[config.mk]
export PLATFORM = sky130hd
export DESIGN_NAME = bilinear_line_sched
export DESIGN_NICKNAME = d
export VERILOG_FILES = /design/src/rtl/bilinear_line_sched_pkg.sv /design/src/rtl/bilinear_line_sched_frac_divider.sv /design/src/rtl/bilinear_line_sched.sv
export SDC_FILE = /design/constraint.sdc
export NUM_CORES = 1
export LEC_CHECK = 0
export CORE_ASPECT_RATIO = 0.8
export CORE_MARGIN = 5
export CORE_UTILIZATION = 55
export DETAILED_ROUTE_END_ITERATION = 7
export PLACE_DENSITY = 0.72
export SYNTH_ARGS = -nofsm -noshare
export SYNTH_HDL_FRONTEND = slang
export SYNTH_HIERARCHICAL = 1
export SYNTH_SLANG_ARGS = --single-unit
[constraint.sdc]
create_clock -name clk -period 12.89 [get_ports clk]
set_clock_uncertainty 0.1 [all_clocks]
set_input_delay 2.578 -clock clk [delete_from_list [all_inputs] [get_ports clk]]
set_output_delay 2.578 -clock clk [all_outputs]
set_load 0.005 [all_outputs]
[src/rtl/bilinear_line_sched_pkg.sv]
// Shared types for the bilinear vertical line scheduler.
// State encoding and remainder width helper.
package bilinear_line_sched_pkg;

  localparam int RESO_W_DEF = 12;
  localparam int FRAC_W_DEF = 6;

  function automatic int rem_width(input int reso);
    return reso + 3;
  endfunction

  localparam int REM_W = rem_width(RESO_W_DEF);

  typedef enum logic [2:0] {
    IDLE,
    PRIME,
    CALC,
    SHIFT,
    DIV,
    OUT,
    DRAIN
  } state_t;

endpackage

[src/rtl/bilinear_line_sched_frac_divider.sv]
// Restoring unsigned divider producing C_FRAC_WIDTH quotient bits.
// The first step is folded into the start cycle.
module frac_divider #(
  parameter int C_WIDTH      = 15,
  parameter int C_FRAC_WIDTH = 6
) (
  input  logic                    clk,
  input  logic                    resetn,
  input  logic                    start,
  input  logic [C_WIDTH-1:0]      dividend,
  input  logic [C_WIDTH-1:0]      divisor,
  output logic                    busy,
  output logic [C_FRAC_WIDTH-1:0] quotient
);

  localparam int CW = $clog2(C_FRAC_WIDTH + 1);

  logic [C_WIDTH-1:0]      r_q;
  logic [C_WIDTH-1:0]      d_q;
  logic [C_WIDTH-1:0]      r_in;
  logic [C_WIDTH-1:0]      d_in;
  logic [C_WIDTH-1:0]      r_sh;
  logic [C_WIDTH-1:0]      r_nx;
  logic [C_FRAC_WIDTH-1:0] q_in;
  logic [C_FRAC_WIDTH-1:0] q_nx;
  logic [CW-1:0]           cnt;
  logic                    bit_nx;

  always_comb begin
    r_in   = start ? dividend : r_q;
    d_in   = start ? divisor : d_q;
    q_in   = start ? '0 : quotient;
    r_sh   = {r_in[C_WIDTH-2:0], 1'b0};
    bit_nx = (r_sh >= d_in);
    r_nx   = bit_nx ? (r_sh - d_in) : r_sh;
    q_nx   = (q_in << 1) | C_FRAC_WIDTH'(bit_nx);
  end

  always_ff @(posedge clk) begin
    if (!resetn) begin
      r_q      <= '0;
      d_q      <= '0;
      quotient <= '0;
      cnt      <= '0;
    end else if (start) begin
      r_q      <= r_nx;
      d_q      <= divisor;
      quotient <= q_nx;
      cnt      <= CW'(C_FRAC_WIDTH - 1);
    end else if (cnt != '0) begin
      r_q      <= r_nx;
      quotient <= q_nx;
      cnt      <= cnt - CW'(1);
    end
  end

  assign busy = (cnt != '0);

endmodule

[src/rtl/bilinear_line_sched.sv]
// Vertical bilinear scheduler: walks output lines, fetches source
// lines into a two-line window and emits (top, weight) descriptors.
import bilinear_line_sched_pkg::*;

module bilinear_line_sched #(
  parameter int C_RESO_WIDTH = 12,
  parameter int C_FRAC_WIDTH = 6
) (
  input  logic                    clk,
  input  logic                    resetn,
  input  logic                    start,
  input  logic [C_RESO_WIDTH-1:0] ori_size,
  input  logic [C_RESO_WIDTH-1:0] scale_size,
  output logic                    in_req_valid,
  input  logic                    in_req_ready,
  output logic                    o_valid,
  input  logic                    o_ready,
  output logic [C_RESO_WIDTH-1:0] o_top_idx,
  output logic [C_FRAC_WIDTH-1:0] o_weight,
  output logic                    o_last,
  output logic                    busy,
  output logic                    done
);

  localparam int N  = C_RESO_WIDTH;
  localparam int RW = rem_width(C_RESO_WIDTH);

  state_t state, state_nx;

  logic [N-1:0]           o_sz, s_sz;
  logic [N-1:0]           j, target, cur_top, fetched;
  logic [N-1:0]           need;
  logic signed [RW-1:0]   rem, two_s, two_o;
  logic                   req_v, ov, xfer;
  logic                   div_start, div_busy;
  logic                   done_r, is_last;
  logic [C_FRAC_WIDTH-1:0] div_q, weight;

  assign two_s   = $signed({2'b00, s_sz, 1'b0});
  assign two_o   = $signed({2'b00, o_sz, 1'b0});
  assign need    = (o_sz > N'(1)) ? N'(2) : N'(1);
  assign is_last = (j == s_sz - N'(1));
  assign xfer    = req_v & in_req_ready;

  always_comb begin
    state_nx  = state;
    req_v     = 1'b0;
    ov        = 1'b0;
    div_start = 1'b0;
    unique case (state)
      IDLE: begin
        if (start && (|ori_size) && (|scale_size))
          state_nx = PRIME;
      end
      PRIME: begin
        req_v = (fetched < need);
        if (!req_v) state_nx = CALC;
      end
      CALC: begin
        if (!(rem >= two_s)) state_nx = SHIFT;
      end
      SHIFT: begin
        req_v = (cur_top < target) && (fetched < o_sz);
        if (!req_v) begin
          state_nx  = DIV;
          div_start = 1'b1;
        end
      end
      DIV: begin
        if (!div_busy) state_nx = OUT;
      end
      OUT: begin
        ov = 1'b1;
        if (o_ready) state_nx = is_last ? DRAIN : CALC;
      end
      DRAIN: begin
        req_v = (fetched < o_sz);
        if (!req_v) state_nx = IDLE;
      end
      default: state_nx = IDLE;
    endcase
  end

  always_ff @(posedge clk) begin
    if (!resetn) begin
      state   <= IDLE;
      o_sz    <= '0;
      s_sz    <= '0;
      j       <= '0;
      rem     <= '0;
      target  <= '0;
      cur_top <= '0;
      fetched <= '0;
      done_r  <= 1'b0;
    end else begin
      state  <= state_nx;
      done_r <= (state == DRAIN) && (state_nx == IDLE);
      unique case (state)
        IDLE: begin
          if (state_nx == PRIME) begin
            o_sz    <= ori_size;
            s_sz    <= scale_size;
            j       <= '0;
            target  <= '0;
            cur_top <= '0;
            fetched <= '0;
            rem     <= $signed({3'b000, ori_size})
                     - $signed({3'b000, scale_size});
          end
        end
        PRIME, DRAIN: begin
          if (xfer) fetched <= fetched + N'(1);
        end
        CALC: begin
          if (state_nx == CALC) begin
            rem    <= rem - two_s;
            target <= target + N'(1);
          end
        end
        SHIFT: begin
          if (xfer) begin
            cur_top <= cur_top + N'(1);
            fetched <= fetched + N'(1);
          end
        end
        OUT: begin
          if (state_nx == CALC) begin
            rem <= rem + two_o;
            j   <= j + N'(1);
          end
        end
        default: ;
      endcase
    end
  end

  frac_divider #(
    .C_WIDTH      (RW),
    .C_FRAC_WIDTH (C_FRAC_WIDTH)
  ) u_div (
    .clk      (clk),
    .resetn   (resetn),
    .start    (div_start),
    .dividend (rem),
    .divisor  (two_s),
    .busy     (div_busy),
    .quotient (div_q)
  );

  // Centre-aligned positions before line 0 and on the last line clamp.
  assign weight = (rem[RW-1] || (target == o_sz - N'(1))) ? '0 : div_q;

  assign in_req_valid = resetn & req_v;
  assign o_valid      = resetn & ov;
  assign o_top_idx    = resetn ? target : '0;
  assign o_weight     = resetn ? weight : '0;
  assign o_last       = resetn & ov & is_last;
  assign busy         = resetn & (state != IDLE);
  assign done         = resetn & done_r;

endmodule

# Yosys cells after proc, flatten, opt, wreduce, memory -nomap -nowiden
# Cells that the tools add are included.
op_classes:
  add_sub_neg: 11
  order_cmp: 6
  eq_ne: 15
  mux: 40
  n_bitwise: 8
  n_reduce_logical: 25
ops:
  columns: ["cell", "count"]
  rows:
  - ["one-hot mux 12 bit (2 select lines)", 4]
  - ["two-way mux 12 bit", 6]
  - ["two-way mux 15 bit", 4]
  - ["two-way mux 14 bit", 4]
  - ["adder 12 x 1 -> 12 bit, second input constant", 4]
  - ["one-hot mux 15 bit (3 select lines)", 1]
  - ["two-way mux 3 bit", 10]
  - ["== test 12 bit", 2]
  - ["less-than comparator 12 bit", 2]
  - ["two-way mux 6 bit", 4]
  - ["OR reduction 12 bit", 2]
  - ["subtractor 12 x 1 -> 12 bit, second input constant", 2]
  - ["one-hot mux 3 bit (7 select lines)", 1]
  - ["adder 15 x 14 -> 15 bit", 1]
  - ["greater-or-equal comparator 15 x 14 -> 1 bit", 1]
  - ["greater-or-equal comparator 15 bit", 1]
  - ["subtractor 15 x 14 -> 15 bit", 1]
  - ["subtractor 14 bit", 1]
  - ["subtractor 12 x 12 -> 13 bit", 1]
  - ["greater-than comparator 12 x 1 -> 1 bit, second input constant", 1]
  - ["less-than comparator 12 x 2 -> 1 bit", 1]
  - ["AND reduction 3 bit", 4]
  - ["nonzero test 2 bit", 5]
  - ["== test 3 x 2 -> 1 bit, second input constant", 3]
  - ["20 further kinds", 39]
totals:
  reg_bits: 129
  input_bits: 29
  output_inout_bits: 23

# Logic depth before layout (Yosys ltp)
# Gate-level depths: netlist of run 1.
logic_depth:
  depth_word: 9
  ltp_mapped: 21
  mapped_depth_nobuf: 16

# Modules after synthesis
# The synthesis of run 1 kept the hierarchy.
by_module_without_submodules:
  columns: ["mod", "instances", "cells_each", "area_each_um2", "seq_area_each_um2"]
  rows:
  - ["bilinear_line_sched", 1, 948, 7243.2, 1821.7]
  - ["frac_divider", 1, 266, 2332.2, 760.7]

# Least setup slack after synthesis of run 1
# No wires, ideal clock.
synth_timing:
  path_kind: "input-to-output"
  startpoint: "input resetn"
  endpoint: "output busy"
  t_arrival_ns: 3.312
  t_required_ns: 10.212
  path_slack_ns: 6.900
  path_stages: 4
  path_buffers: 2
  path_cell_list: "inv_1 clkbuf_1 clkbuf_1 nor2_1"
synth_via:
  elab_chain_len: 1
synth_lines:
  columns: ["element", "line_no", "text"]
  rows:
  - ["start: declaration", "bilinear_line_sched.sv:10", "input logic resetn,"]
  - ["AND 1 bit", "bilinear_line_sched.sv:158", "assign busy = resetn & (state != IDLE);"]
  - ["end: declaration", "bilinear_line_sched.sv:21", "output logic busy,"]
# Every way passes these cells.

# Worst setup path in the final report of run 1
layout_timing:
  startpoint: "input resetn"
  endpoint: "output o_weight[5]"
layout_via:
  elab_chain_len: 1
layout_lines:
  columns: ["element", "line_no", "text"]
  rows:
  - ["two-way mux 6 bit", "bilinear_line_sched.sv:156", "assign o_weight = resetn ? weight : '0;"]
  - ["end: declaration", "bilinear_line_sched.sv:19", "output logic [C_FRAC_WIDTH-1:0] o_weight,"]
# Every way passes these cells.

==> reports/results.txt, run 1 <==
Outcome = complete, no violations
Setup repair bufs after CTS = 0
Initial antenna violation count = 0
Total gr overflow = 0
Count of input and output buffers = 51
Slowest CP cell = nor3_1
Crit path kind = in2out
# setup viols final = 0
TritonRoute pass-1 iters = 6
Arr. time, crit path = 5.15 ns
Synth cell types = 84
Share of post-route cells with drive strength above 1 = 6.68%
Hpwl dp = 20200 um
Max FO, Critical Path = 49
Seq pwr share = 26.5%
Main synth FF type = dfxtp_1
Routed vias/inst = 6.14
Total power = 2.06 mW
Post-synthesis sequential area ratio = 27.0%
Diode count = 0
Final max-slew violation count = 0
Dpl ws = 4.98 ns
Final Hold Vio Count = 0
Min Tclk post-route = 7.83 ns
Total number of vias = 9104
Post-route worst setup slack = 5.06 ns
First-pass GRT wire length = 43700 um
Hold buffers post-CTS = 0
Worst-margin pin slew = 1.12 ns
Total GRT Usage = 27.2%
Skew-Pair Late Insertion Delay = 0.43 ns
Vias in the first global route = 8343
DRC Markers = 0
CTS max path bufs = 2
Drt total wl = 27400 um
Static Leak = 4.30 nW
Clock buffer count from CTS = 17
Worst vdd ir = 0.000103 V
Die width = 158 um
Avg WL per Cell = 18.5 um
Yosys warns = 6
Switching Power = 0.883 mW
Tcrit/Tclk final = 60.8%
Switching Fraction = 42.8%
Pwr Density = 190 nW/um^2
Initial Utilization = 55.6%
Final design utilization = 63.1%
CTS tree = yes
Num ports = 52
Synthesized area per cell = 7.89 sq um
Peak per-stage delay on the critical path = 0.60 ns
Die Span Y = 128 um
Fin Setup TNS = 0 ns
Clock sink count = 129
Rel. slew slack = 24.5%
DRT iter0 DRCs = 852
#FFs+latches synth = 129
Rows = 43
Clk pin slew, worst setup/hold paths = 0.06 ns
Worst setup SP type = primary input
Comb power frac = 47.9%
Clk pwr share = 25.6%
Max-cap violations = 0
Post-route antenna net violation count = 0
CP Capture Type = primary output
Area grow syn2layout = 13.5%
RD Place Congestion = 0.959
EDFF count, synth = 0
Die footprint = 20200 sq um
Post-cts sizing count = 0
Core box area = 17200 sq um
Nets = 1361
Synthesized area = 9580 sq um
Fmax = 0.128 GHz
RSZ-0062 raised after global routing = false
H-tree levels = 4
Largest net degree at the start of global routing = 50
Synthesized instance count = 1214
CP Data Required Time = 10.21 ns
Int Power = 1.18 mW
CP Cell Sequence = clkdlybuf4s50_1 > buf_4 > inv_1 > buf_4 > nor3_1 > and2_1 > clkdlybuf4s50_1
Hold/Removal Path Class = reg2reg
Async S/R FF share, synth = 0%
Clk root buf = clkbuf_16
## layout by cell type (no fill, tap or decap), types with 15 or more instances in the layout
| cell type | instances |
|---|---|
| xor2_1 | 36 |
| nor2_1 | 100 |
| mux2_2 | 15 |
| nor4_1 | 23 |
| clkbuf_16 | 17 |
| and3_1 | 15 |
| ha_1 | 83 |
| a21oi_1 | 125 |
| clkdlybuf4s50_1 | 51 |
| a211oi_1 | 19 |
| nand4_1 | 20 |
| mux2i_1 | 26 |
| nand3_1 | 32 |
| o21ai_0 | 45 |
| dfxtp_1 | 129 |
| xnor2_1 | 54 |
| inv_1 | 70 |
| and2_1 | 15 |
| nor3_1 | 28 |
| nand2_1 | 136 |
## routing by layer
metal | global-route usage, % | vias to the layer above | wire [um]
met5 | 0 | - | 0
met4 | 7.79 | 0 | 587
met3 | 5.87 | 52 | 2040
met2 | 41.9 | 320 | 12000
met1 | 38.4 | 4294 | 12800
li1 | - | 4438 | -
## worst max-delay path, delay by kind of cell
family / cells / cell delay [ns]
buffers and inverters: 5 / 1.72
AND/OR/NAND/NOR: 2 / 0.81
## metrics by stage
stage	cells	hold WS [ns]	cell area (sq um)
after floorplan	1216	0.327	9580
after global placement	1451	0.343	10200
after detailed placement	1451	0.344	10200
after CTS	1483	0.353	10900
after global routing	1483	0.381	10900
final	1483	0.357	10900
## registers in the layout (all words and copies together) (netlist names)
register	count
cur_top	12
target	12
state	3
s_sz	12
u_div/r_q	14
fetched	12
u_div/d_q	15
u_div/cnt	3
j	12
done_r	1
rem	15
o_sz	12
u_div/quotient	6
## cells by family after synthesis
logic type / count (synthesis) / synth area share [%]
fa+ha+maj: 87 / 11.7
xor+xnor: 90 / 8.23
other cells: 1 / 0.0392
simple gates: 435 / 22.3
buf+inv: 123 / 5.08
flops: 129 / 27.0
compound gates: 307 / 21.1
mux: 42 / 4.63
## path summary, 6_finish.rpt
check | start | endpoint | slack (ns) | cells past startpoint
worst max-delay path | resetn | o_weight[5] | 5.06 | 7
worst min-delay path | u_div/r_q[0] | u_div/r_q[0] | 0.36 | 2
worst max register to register | target[2] | u_div/r_q[10] | 7.26 | 17
worst min register to register | u_div/r_q[0] | u_div/r_q[0] | 0.36 | 2
## synthesized netlist by cell type (all sizes together), types with 4 or more instances
cell	count	area share, %
nand2	137	5.4
dfxtp	129	27
a21oi	125	6.5
nor2	100	3.9
ha	83	11
inv	70	2.7
xnor2	54	4.9
o21ai	46	2.4
clkbuf	38	1.5
xor2	36	3.3
nand3	32	1.7
nor3	28	1.5
mux2i	27	2.9
nor4	24	1.6
nand4	22	1.6
a211oi	20	1.6
and2	15	0.98
and3	15	0.98
mux2	15	1.8
nand2b	14	0.91
o211ai	14	1.1
buf	13	0.77
or3	12	0.85
a21o	11	0.88
nor2b	11	0.72
o31ai	10	0.98
a31oi	8	0.52
or4	8	0.64
a21boi	7	0.55
o21a	7	0.55
and4	6	0.56
a31o	5	0.46
o211a	5	0.52
o22ai	5	0.33
a2111oi	4	0.56
a41oi	4	0.37
fa	4	0.84
o31a	4	0.37
## power groups by stage
stage	registers [mW]	clock network (mW)	logic [mW]
after floorplan	0.506	0	0.783
after detailed placement	0.550	0	0.965
after global placement	0.549	0	0.950
final	0.546	0.528	0.989
after CTS	0.541	0.532	0.977
after global routing	0.550	0.554	1.10
## cell type report
type / instances / area [sq um]
clock buffers: 17 / 425
clock inverters: 15 / 208
fillers: 1569 / 6350
flip-flops and latches: 129 / 2580
multi-input cells: 964 / 6510
inverters: 72 / 270
repair buffers: 61 / 586
well taps: 225 / 282
No activity file was read; power rests on OpenSTA's default activity.
==> run 2, diff against run 1 <==
Clock period 12.89 ns to 7.7 ns, I/O delays scaled along.
==> reports/results.txt, run 2 (synthesized netlist as in run 1, its figures left out) <==
Clock sink count = 129 (unchanged)
Post-cts sizing count = 0 (unchanged)
RD Place Congestion = 0.899 (was 0.959)
DRC Markers = 0 (unchanged)
# setup viols final = 0 (unchanged)
Fill cells = 1526 (was 1569)
Drt total wl = 27200 um (was 27400 um)
Fmax = 0.178 GHz
Fin Setup TNS = 0 ns (unchanged)
Hpwl dp = 20100 um (was 20200 um)
CP Capture Type = primary output (unchanged)
Total number of vias = 9045 (was 9104)
Worst-margin pin slew = 1.18 ns (was 1.12 ns)
Clk root buf = clkbuf_16 (unchanged)
Largest net degree at the start of global routing = 49 (was 50)
Initial Utilization = 55.6% (unchanged)
Routed vias/inst = 6.09 (was 6.14)
Multi-input gate area = 6510 sq um (unchanged)
CTS max path bufs = 2 (unchanged)
Layout Cells excl Fill = 1485 (was 1483)
H-tree levels = 4 (unchanged)
RSZ-0062 raised after global routing = false (unchanged)
TritonRoute pass-1 iters = 5 (was 6)
Area grow syn2layout = 13.3% (was 13.5%)
Core box area = 17200 sq um (unchanged)
Commonest non-fill, non-tap cell in the layout = nand2_1 (unchanged)
Num ports = 52 (unchanged)
CTS tree = yes (unchanged)
Avg WL per Cell = 18.3 um (was 18.5 um)
Hold/Removal Path Class = reg2reg (unchanged)
Rel. slew slack = 20.6% (was 24.5%)
Static Leak = 4.28 nW (was 4.30 nW)
Clock buffer count from CTS = 17 (unchanged)
Clk pin slew, worst setup/hold paths = 0.06 ns (about the same)
DRT iter0 DRCs = 911 (was 852)
Die footprint = 20200 sq um (unchanged)
Rows = 43 (unchanged)
Die Span Y = 128 um (unchanged)
Arr. time, crit path = 3.98 ns (was 5.15 ns)
Skew-Pair Late Insertion Delay = 0.43 ns (about the same)
Worst setup SP type = register (was primary input)
Setup repair bufs after CTS = 0 (unchanged)
First-pass GRT wire length = 43600 um (was 43700 um)
Nets = 1364 (was 1361)
Final Hold Vio Count = 0 (unchanged)
Min Tclk post-route = 5.62 ns
Worst vdd ir = 0.000179 V (was 0.000103 V)
Post-route antenna net violation count = 0 (unchanged)
Final max-slew violation count = 0 (unchanged)
Outcome = complete, no violations (unchanged)
Share of post-route cells with drive strength above 1 = 6.83% (was 6.68%)
Vias in the first global route = 8179 (was 8343)
Initial antenna violation count = 0 (unchanged)
Total gr overflow = 0 (unchanged)
Diode count = 0 (unchanged)
Count of input and output buffers = 51 (unchanged)
Total GRT Usage = 27.1% (was 27.2%)
CP Data Required Time = 6.06 ns (was 10.21 ns)
Total power = 3.41 mW (was 2.06 mW)
Tcrit/Tclk final = 73.0%
Max FO, Critical Path = 14 (was 49)
Commonest cells after routing, fill and taps aside = nand2_1 (136), dfxtp_1 (129), a21oi_1 (125) (unchanged)
Post-Place Cells = 1454 (was 1451)
Hold buffers post-CTS = 0 (unchanged)
Pwr Density = 314 nW/um^2 (was 190 nW/um^2)
Regs by FF count = rem: 15 flops, u_div/d_q: 15 flops, u_div/r_q: 14 flops (unchanged)
Max-cap violations = 0 (unchanged)
Die width = 158 um (unchanged)
Crit path kind = reg2out (was in2out)
Register area = 2580 sq um (unchanged)
-- run 2: per-stage QoR --
step           hold WS, ns  area, sq um  setup slack (ns)  utilization, %
2_1_floorplan        0.327         9580              3.12               -
3_3_place_gp         0.341        10300              1.95            59.6
3_5_place_dp         0.353        10300              1.87            59.6
4_1_cts              0.360        10800              2.15            63.0
5_1_grt              0.386        10800              1.88            63.0
6_report             0.353        10800              2.08            63.0
-- run 2: metal layers --
metal / vias to the layer above / global-route usage, % / part of all wire, %
li1: 4428 / - / -
met1: 4259 / 39.5 / 47
met2: 314 / 41.2 / 43
met3: 44 / 4.42 / 7.6
met4: 0 / 7.89 / 2.2
met5: - / 0 / 0
-- run 2: final timing paths --
kind	slack [ns]	depth (start not counted)	startpoint	to
hold / removal	0.35	2	u_div/quotient[5]	u_div/quotient[5]
setup / recovery	2.08	8	state[0]	o_last
setup reg to reg	2.62	17	target[2]	u_div/r_q[8]
hold reg to reg	0.35	2	u_div/quotient[5]	u_div/quotient[5]
-- run 2: power breakdown --
part | leakage (nW) | internal (mW) | switching [mW]
Combinational | 2.95 | 0.676 | 0.990
Clock | 0.281 | 0.506 | 0.322
Sequential | 1.05 | 0.761 | 0.153
Total | 4.28 | 1.94 | 1.46
-- run 2: final cells by class --
cell class	count	share of cell area, %
Clock buffer	17	3.92
Clock inverter	14	1.53
Inverter	72	2.49
Multi-Input combinational cell	964	60.0
Sequential cell	129	23.8
Tap cell	225	2.60
Timing Repair Buffer	64	5.61
-- run 2: critical path: stages, from the launching register on --
cell and delay [ns]:
dfxtp_1 0.58, nand3b_1 0.49, nor3_1 0.32, o211ai_1 0.13, or4_1 0.52, a2111oi_0 0.63, buf_4 0.24, and2_1 0.14
clkdlybuf4s50_1 0.50
